==> src/rtl/if_fetch_unit.sv <==
// Instruction fetch stage: in-order imem request/grant/response handshake, prefetch FIFO, IF/ID register.
// Optional: define IF_PERF_CNT_EN to add perf_fetch_cnt / perf_bubble_cnt outputs.
module if_fetch_unit #(
  parameter logic [31:0] RESET_PC   = 32'h0000_0000,
  parameter int unsigned FIFO_DEPTH = 4
) (
  input  logic        clk,
  input  logic        rst,
  output logic        imem_req,
  output logic [31:0] imem_addr,
  input  logic        imem_gnt,
  input  logic        imem_rvalid,
  input  logic [31:0] imem_rdata,
  input  logic        id_stall,
  input  logic        branch_taken,
  input  logic [31:0] branch_target,
  output logic [31:0] instruction,
  output logic [31:0] pc,
  output logic        if_valid
`ifdef IF_PERF_CNT_EN
  ,
  output logic [31:0] perf_fetch_cnt,
  output logic [31:0] perf_bubble_cnt
`endif
);

  localparam int unsigned AW = (FIFO_DEPTH > 1) ? $clog2(FIFO_DEPTH) : 1;
  localparam int unsigned CW = AW + 1;
  localparam logic [31:0] NOP = 32'h0000_0013;
  localparam logic [AW-1:0] PTR_ONE = AW'(1);
  localparam logic [CW-1:0] CNT_ONE = CW'(1);

  logic [31:0]   fpc;
  logic [31:0]   rpc;
  logic [1:0]    outstanding;
  logic [1:0]    drop;
  logic [31:0]   pc_mem  [FIFO_DEPTH];
  logic [31:0]   ins_mem [FIFO_DEPTH];
  logic [AW-1:0] rd_ptr;
  logic [AW-1:0] wr_ptr;
  logic [CW-1:0] count;

  logic        redirect;
  logic        grant;
  logic        rsp;
  logic        push;
  logic        pop;
  logic [31:0] level;
  logic [31:0] target;

  // A response with nothing outstanding is a leftover from before reset and is ignored.
  always_comb begin
    redirect  = branch_taken && !id_stall;
    target    = branch_target & ~32'd3;
    level     = 32'(count) + 32'(outstanding);
    imem_req  = rst && (level < FIFO_DEPTH) && (outstanding < 2'd2) && !redirect;
    imem_addr = fpc;
    grant     = imem_req && imem_gnt;
    rsp       = imem_rvalid && (outstanding != 2'd0);
    push      = rsp && (drop == 2'd0) && !redirect;
    pop       = !id_stall && !branch_taken && (count != '0);
  end

  always_ff @(posedge clk or negedge rst) begin
    if (!rst) begin
      fpc         <= RESET_PC;
      rpc         <= RESET_PC;
      outstanding <= '0;
      drop        <= '0;
    end else begin
      case ({grant, rsp})
        2'b10:   outstanding <= outstanding + 2'd1;
        2'b01:   outstanding <= outstanding - 2'd1;
        default: outstanding <= outstanding;
      endcase

      // Everything still in flight at a redirect belongs to the old stream.
      if (redirect) begin
        drop <= outstanding - {1'b0, rsp};
      end else if (rsp && (drop != 2'd0)) begin
        drop <= drop - 2'd1;
      end

      if (redirect) begin
        fpc <= target;
      end else if (grant) begin
        fpc <= fpc + 32'd4;
      end

      if (redirect) begin
        rpc <= target;
      end else if (push) begin
        rpc <= rpc + 32'd4;
      end
    end
  end

  always_ff @(posedge clk) begin
    if (push) begin
      pc_mem[wr_ptr]  <= rpc;
      ins_mem[wr_ptr] <= imem_rdata;
    end
  end

  always_ff @(posedge clk or negedge rst) begin
    if (!rst) begin
      rd_ptr <= '0;
      wr_ptr <= '0;
      count  <= '0;
    end else if (redirect) begin
      rd_ptr <= '0;
      wr_ptr <= '0;
      count  <= '0;
    end else begin
      if (push) begin
        wr_ptr <= wr_ptr + PTR_ONE;
      end
      if (pop) begin
        rd_ptr <= rd_ptr + PTR_ONE;
      end
      case ({push, pop})
        2'b10:   count <= count + CNT_ONE;
        2'b01:   count <= count - CNT_ONE;
        default: count <= count;
      endcase
    end
  end

  always_ff @(posedge clk or negedge rst) begin
    if (!rst) begin
      instruction <= NOP;
      pc          <= RESET_PC;
      if_valid    <= 1'b0;
    end else if (!id_stall) begin
      if (pop) begin
        instruction <= ins_mem[rd_ptr];
        pc          <= pc_mem[rd_ptr];
        if_valid    <= 1'b1;
      end else begin
        instruction <= NOP;
        if_valid    <= 1'b0;
      end
    end
  end

`ifdef IF_PERF_CNT_EN
  always_ff @(posedge clk or negedge rst) begin
    if (!rst) begin
      perf_fetch_cnt  <= '0;
      perf_bubble_cnt <= '0;
    end else if (!id_stall) begin
      if (pop) begin
        perf_fetch_cnt <= perf_fetch_cnt + 32'd1;
      end else begin
        perf_bubble_cnt <= perf_bubble_cnt + 32'd1;
      end
    end
  end
`endif

endmodule
==> config.mk <==
export PLATFORM = sky130hd
export DESIGN_NAME = if_fetch_unit
export DESIGN_NICKNAME = d
export VERILOG_FILES = /design/src/rtl/if_fetch_unit.sv
export SDC_FILE = /design/constraint.sdc
export NUM_CORES = 1
export LEC_CHECK = 0
export CAP_MARGIN = 30
export CORE_MARGIN = 2
export CORE_UTILIZATION = 42
export CTS_CLUSTER_DIAMETER = 120
export DETAILED_ROUTE_END_ITERATION = 7
export GPL_TIMING_DRIVEN = 1
export PLACE_DENSITY = 0.59
export SLEW_MARGIN = 5
export SYNTH_ARGS = -nofsm -noshare
export SYNTH_HDL_FRONTEND = slang
export SYNTH_SLANG_ARGS = --single-unit
==> constraint.sdc <==
create_clock -name clk -period 5.99 [get_ports clk]
set_input_delay 0.8985 -clock clk [delete_from_list [all_inputs] [get_ports clk]]
set_output_delay 0.8985 -clock clk [all_outputs]
set_load 0.02 [all_outputs]
==> impl_metrics.env, run 1 <==
export IMPL_outcome="finished, final reports clean"
export IMPL_wire_per_inst_um=21.2
export IMPL_clk_pin_slew_ns=0.06
export IMPL_synth_top_area_share_pct=47.7
export IMPL_setup_ws_ns=2.43
export IMPL_slew_limit_headroom_pct=38.8
export IMPL_rows=70
export IMPL_start_util_pct=42.6
export IMPL_synthTopCellsByCount="edfxtp_1 (248), dfrtp_1 (131), nand2_1 (116), mux4_2 (62), nor2_1 (59)"
export IMPL_cts_buffers=41
export IMPL_crit_type="in2out"
export IMPL_worst_pin_slew_ns=0.919
export IMPL_timing_max_cap_violations=0
export IMPL_htreeDepth=2
export IMPL_cp_arrival_ns=2.66
export IMPL_p_leak_nw=6.72
export IMPL_synth_most_common_cell="edfxtp_1"
export IMPL_cts_root_buf="clkbuf_16"
export IMPL_clk_path_buf_depth=3
export IMPL_holdWs_ns=0.273
export IMPL_synth_top_family_by_area="simple AND/OR/NAND/NOR gates"
export IMPL_synthXorXnorAreaFrac_pct=0.898
export IMPL_synthFlopType="edfxtp_1"
export IMPL_ys_types=58
export IMPL_grt_pass1_wl_um=55600
export IMPL_async_reset_ff_share_pct=35.1
export IMPL_muxShareOfSynthArea_pct=9.21
export IMPL_final_hold_viol_count=0
export IMPL_synth_adder_area_share_pct=0.930
export IMPL_yosys_warnings=0
export IMPL_dp_hpwl_um=22200
export IMPL_hold_path_class="in2async"
export IMPL_p_per_area_mw_per_mm2=424
export IMPL_endpoint_kind="primary output"
export IMPL_vias_per_cell=5.66
export IMPL_postCtsHoldBufs=0
export IMPL_reg2reg_from="drop[0]"
export IMPL_clk_latency_ns=0.54
export IMPL_numClockSinks=382
export IMPL_synth_cells=1018
export IMPL_grt_max_degree=94
export IMPL_die_w_um=197
export IMPL_diodes=0
export IMPL_antenna_left=0
export IMPL_post_place_ws_ns=1.98
export IMPL_setup_worst_path_start_class="primary input"
export IMPL_cp_max_fo=8
export IMPL_routabilityCongestion=0.800
export IMPL_core_area_sq_mm=0.0366
export IMPL_synth_compound_area_share_pct=7.53
export IMPL_final_min_clock_period_ns=3.56
export IMPL_routed_wl_um=35600
export IMPL_seqCellArea_sq_mm=0.0108
export IMPL_synth_edf_count=248
export IMPL_tritoncts="built"
export IMPL_period_share_pct=59.4
export IMPL_avgSynthCellArea_sq_um=15.3
export IMPL_fmax_mhz=281
export IMPL_die_h_um=197
export IMPL_area_growth_pct=22.1
export IMPL_postCtsResizedCells=0
export IMPL_io_pins=168
export IMPL_ys_seq_elements=382
export IMPL_grt_pass1_vias=9645
export IMPL_startpoint="id_stall"
export IMPL_ys_seq_area_share_pct=69.2
export IMPL_slew_violations=0
export IMPL_drc_errors=0
export IMPL_grt_ovfl_total=0
export IMPL_multi_input_area_sq_mm=0.00448
export IMPL_fillCellCount=3104
export IMPL_synth_largest_area_cell="edfxtp_1"
export IMPL_design_area_sq_mm=0.0190
export IMPL_ir_worst_vdd_mv=0.195
export IMPL_grt_use_total_pct=18.6
export IMPL_num_vias=9499
export IMPL_crit_required_ns=5.09
export IMPL_skew_ns=0.0304
export IMPL_num_nets_final=1258
export IMPL_netlist_area_sq_mm=0.0156
export IMPL_first_iter_violations=578
export IMPL_total_power_mw=8.07
export IMPL_finalSetupViolCount=0
export IMPL_drtPass1Iterations=5
export IMPL_layout_drive_gt1_share_pct=13.2
export IMPL_synthSimpleGateAreaFrac_pct=9.93
export IMPL_postCtsSetupRepairBufs=0
export IMPL_synth_area_top_cells="edfxtp_1 (48%), dfrtp_1 (21%), mux4_2 (8.9%), nand2_1 (2.8%), a311oi_1 (1.9%)"
export IMPL_fin_tns_setup_ns=0
export IMPL_dieArea_sq_mm=0.0387
export IMPL_placed_area_sq_mm=0.0177
export IMPL_antenna_found_initial=0
export IMPL_io_buffer_count=161
export IMPL_rsz0062_at_grt="false"
-- cell usage in the layout (no fill, tap or decap), types with 18 or more instances in the layout --
cell             count
edfxtp_1           248
mux4_2              62
a21oi_1             19
a31oi_1             23
nand2_1            116
and2_1              23
nand3_1             18
clkdlybuf4s50_1    160
nand4_1             18
clkbuf_16           43
a22o_1              29
dfrtp_1            129
nor2_1              58
a311oi_1            33
-- critical path, stage by stage --
cell and delay, ns:
clkdlybuf4s50_1 0.64, nand2b_4 0.24, and3_1 0.23, clkdlybuf4s50_1 0.63
-- final timing paths --
kind / end / slack, ns / cells past startpoint
max in group asynchronous: rd_ptr[1] / 4.46 / 2
max reg2reg: pc_mem[3][10] / 3.10 / 5
min reg2reg: instruction[1] / 0.46 / 2
max: imem_req / 2.43 / 4
min: rpc[11] / 0.27 / 1
min in group clk: instruction[1] / 0.46 / 2
-- cell families after synthesis --
logic type	after synthesis
flip-flops	382
AND/OR/NAND/NOR	311
AO/OA/AOI/OAI	152
buffers and inverters	79
multiplexers	66
XOR/XNOR	16
adder cells (fa/ha/maj)	11
other	1
-- metrics by stage --
step                util [%]  cells
finish                  52.0   1678
global route            52.0   1678
CTS                     52.0   1678
detailed placement      48.4   1602
global placement        48.4   1602
floorplan                  -   1021
-- power by group --
| group | internal, mW | switching (mW) |
|---|---|---|
| registers | 3.22 | 0.394 |
| logic | 0.980 | 0.986 |
| clock network | 1.50 | 0.991 |
-- routing by layer --
layer | up-vias | routed length [um] | track usage (%)
li1 | 4299 | - | -
met2 | 276 | 16400 | 28.7
met1 | 4882 | 16600 | 27.7
met4 | 0 | 498 | 4.34
met5 | - | 0 | 0
met3 | 42 | 2120 | 3.35
-- registers in the layout, indices dropped and copies added, names as in the netlist --
name,flops
wr_ptr,2
if_valid,1
count,3
pc_mem,120
imem_addr,30
rpc,30
outstanding,2
drop,2
ins_mem,128
rd_ptr,2
instruction,32
pc,30
-- area by class of cell --
type,count,area share [%]
sequential,382,56.8
multi-input combinational,560,23.5
timing repair buffer,178,9.34
clock buffer,63,6.25
tap,468,3.07
clock inverter,13,0.756
inverter,14,0.276
(Power assumes the default switching activity.)
==> inputs of run 2 (changes only) <==
--- a/config.mk
+++ b/config.mk
@@ -11,7 +11,7 @@
 export CTS_CLUSTER_DIAMETER = 120
 export DETAILED_ROUTE_END_ITERATION = 7
 export GPL_TIMING_DRIVEN = 1
-export PLACE_DENSITY = 0.59
+export PLACE_DENSITY = 0.62
 export SLEW_MARGIN = 5
 export SYNTH_ARGS = -nofsm -noshare
 export SYNTH_HDL_FRONTEND = slang
==> constraint.sdc (replaced) <==
create_clock -name clk -period 3.1 [get_ports clk]
set_input_delay 0.465 -clock clk [delete_from_list [all_inputs] [get_ports clk]]
set_output_delay 0.465 -clock clk [all_outputs]
set_load 0.02 [all_outputs]
==> impl_metrics.env, run 2 (synthesis results as in run 1) <==
export IMPL_outcome="finished, final reports clean"
export IMPL_vias_per_cell=5.62
export IMPL_core_area_sq_mm=0.0366
export IMPL_rsz0062_at_grt="false"
export IMPL_ir_worst_vdd_mv=0.425
export IMPL_dp_hpwl_um=22100
export IMPL_io_pins=168
export IMPL_total_power_mw=15.6
export IMPL_drtPass1Iterations=5
export IMPL_slew_limit_headroom_pct=43.6
export IMPL_first_iter_violations=614
export IMPL_layout_drive_gt1_share_pct=14.6
export IMPL_routabilityCongestion=0.819
export IMPL_cp_arrival_ns=2.21
export IMPL_reg_largest_list="ins_mem: 128 flops, pc_mem: 120 flops, instruction: 32 flops"
export IMPL_clk_pin_slew_ns=0.06
export IMPL_grt_ovfl_total=0
export IMPL_top_register="ins_mem"
export IMPL_wire_per_inst_um=20.8
export IMPL_endpoint_kind="primary output"
export IMPL_worst_pin_slew_ns=0.839
export IMPL_grt_use_total_pct=18.3
export IMPL_rows=70
export IMPL_setup_worst_path_start_class="flop"
export IMPL_period_share_pct=86.4
export IMPL_tritoncts="built"
export IMPL_grt_max_degree=135
export IMPL_utilization_pct=52.5
export IMPL_slew_violations=0
export IMPL_worstPathCellList="ha_1 > nor4b_4 > and3_1 > dlymetal6s2s_1"
export IMPL_crit_required_ns=2.63
export IMPL_grt_pass1_wl_um=54900
export IMPL_hold_path_class="in2async"
export IMPL_postCtsSetupRepairBufs=0
export IMPL_drc_errors=0
export IMPL_clk_path_buf_depth=3
export IMPL_fin_tns_setup_ns=0
export IMPL_largest_reg_flops=128
export IMPL_final_common_cell="edfxtp_1"
export IMPL_fmax_mhz=373
export IMPL_num_nets_final=1271
export IMPL_final_min_clock_period_ns=2.68
export IMPL_final_cell_mix="edfxtp_1 (248), clkdlybuf4s50_1 (159), dfrtp_1 (129)"
export IMPL_area_growth_pct=23.2
export IMPL_crit_path_top_delay_cell="dfrtp_1"
export IMPL_finalSetupViolCount=0
export IMPL_crit_type="reg2out"
export IMPL_diodes=0
export IMPL_cts_buffers=41
export IMPL_clk_latency_ns=0.54
export IMPL_routed_wl_um=35100
export IMPL_start_util_pct=42.6
export IMPL_die_h_um=197
export IMPL_fillCellCount=3010
export IMPL_timing_max_cap_violations=0
export IMPL_numClockSinks=382
export IMPL_postCtsHoldBufs=0
export IMPL_htreeDepth=2
export IMPL_skew_ns=0.0253
export IMPL_io_buffer_count=161
export IMPL_cts_root_buf="clkbuf_16"
export IMPL_grt_pass1_vias=9644
export IMPL_p_per_area_mw_per_mm2=810
export IMPL_die_w_um=197
export IMPL_cp_max_fo=8
export IMPL_antenna_found_initial=0
export IMPL_num_vias=9496
export IMPL_dieArea_sq_mm=0.0387
export IMPL_critPathMaxStageDelay_ns=0.50
export IMPL_final_hold_viol_count=0
export IMPL_antenna_left=0
export IMPL_p_leak_nw=6.84
run 2: cell types whose count changed in the layout (fill, tap and decap cells not counted), sizes merged:
cell	before	now
clkbuf	63	55
bufinv	3	2
clkinv	8	16
inv	15	16
buf	18	31
clkdlybuf4s50	160	159
dlymetal6s2s	0	1
run 2: what timing repair did:
item / 4_1_cts / 5_1_grt
setup endpoints to repair: 0 / 1
gates resized for setup: 0 / 2
hold endpoints to repair: 0 / 0
run 2: worst paths after layout:
kind | to | cells after the start | startpoint | slack (ns)
max in group asynchronous | rd_ptr[0] | 2 | rst | 2.35
setup / recovery | imem_req | 4 | outstanding[1] | 0.42
setup reg to reg | imem_addr[28] | 6 | outstanding[1] | 0.67
hold reg to reg | instruction[0] | 2 | instruction[0] | 0.46
hold / removal | imem_addr[8] | 2 | rst | 0.05
min in group clk | instruction[0] | 2 | instruction[0] | 0.46
run 2: power by group:
group	total (mW)	internal, mW	switching [mW]
clock network	4.68	2.73	1.95
logic	3.97	1.99	1.98
registers	6.92	6.22	0.701
run 2: stage by stage:
step	hold slack (ns)	area, sq um	setup slack (ns)	std cells
2_1_floorplan	0.169	15600	0.299	1021
3_3_place_gp	0.451	17900	0.355	1615
3_5_place_dp	0.456	17900	0.348	1615
4_1_cts	0.123	19200	0.000461	1691
5_1_grt	0.118	19200	0.314	1691
6_report	0.0492	19200	0.422	1691
run 2: critical path: cells and delay by family, from the launching register on:
kind	cells	cell delay, ns
DFF	1	0.50
and+or+nand+nor	2	0.64
buffers and inverters	1	0.25
adders and majority gates	1	0.29
run 2: metal layers:
metal / up-vias / GRT usage, % / wire length (um)
met1: 4847 / 26.7 / 16300
met5: - / 0 / 0
met2: 264 / 28.6 / 16100
li1: 4327 / - / -
met4: 0 / 4.71 / 743
met3: 58 / 3.20 / 1930
run 2: cell type report:
type | instances | area (sq um) | share of cell area, %
flip-flops and latches | 382 | 10800 | 56.2
multi-input cells | 560 | 4490 | 23.3
repair buffers | 191 | 1990 | 10.4
clock buffers | 55 | 1120 | 5.82
well taps | 468 | 586 | 3.05
clock inverters | 21 | 184 | 0.956
inverters | 14 | 52.6 | 0.273
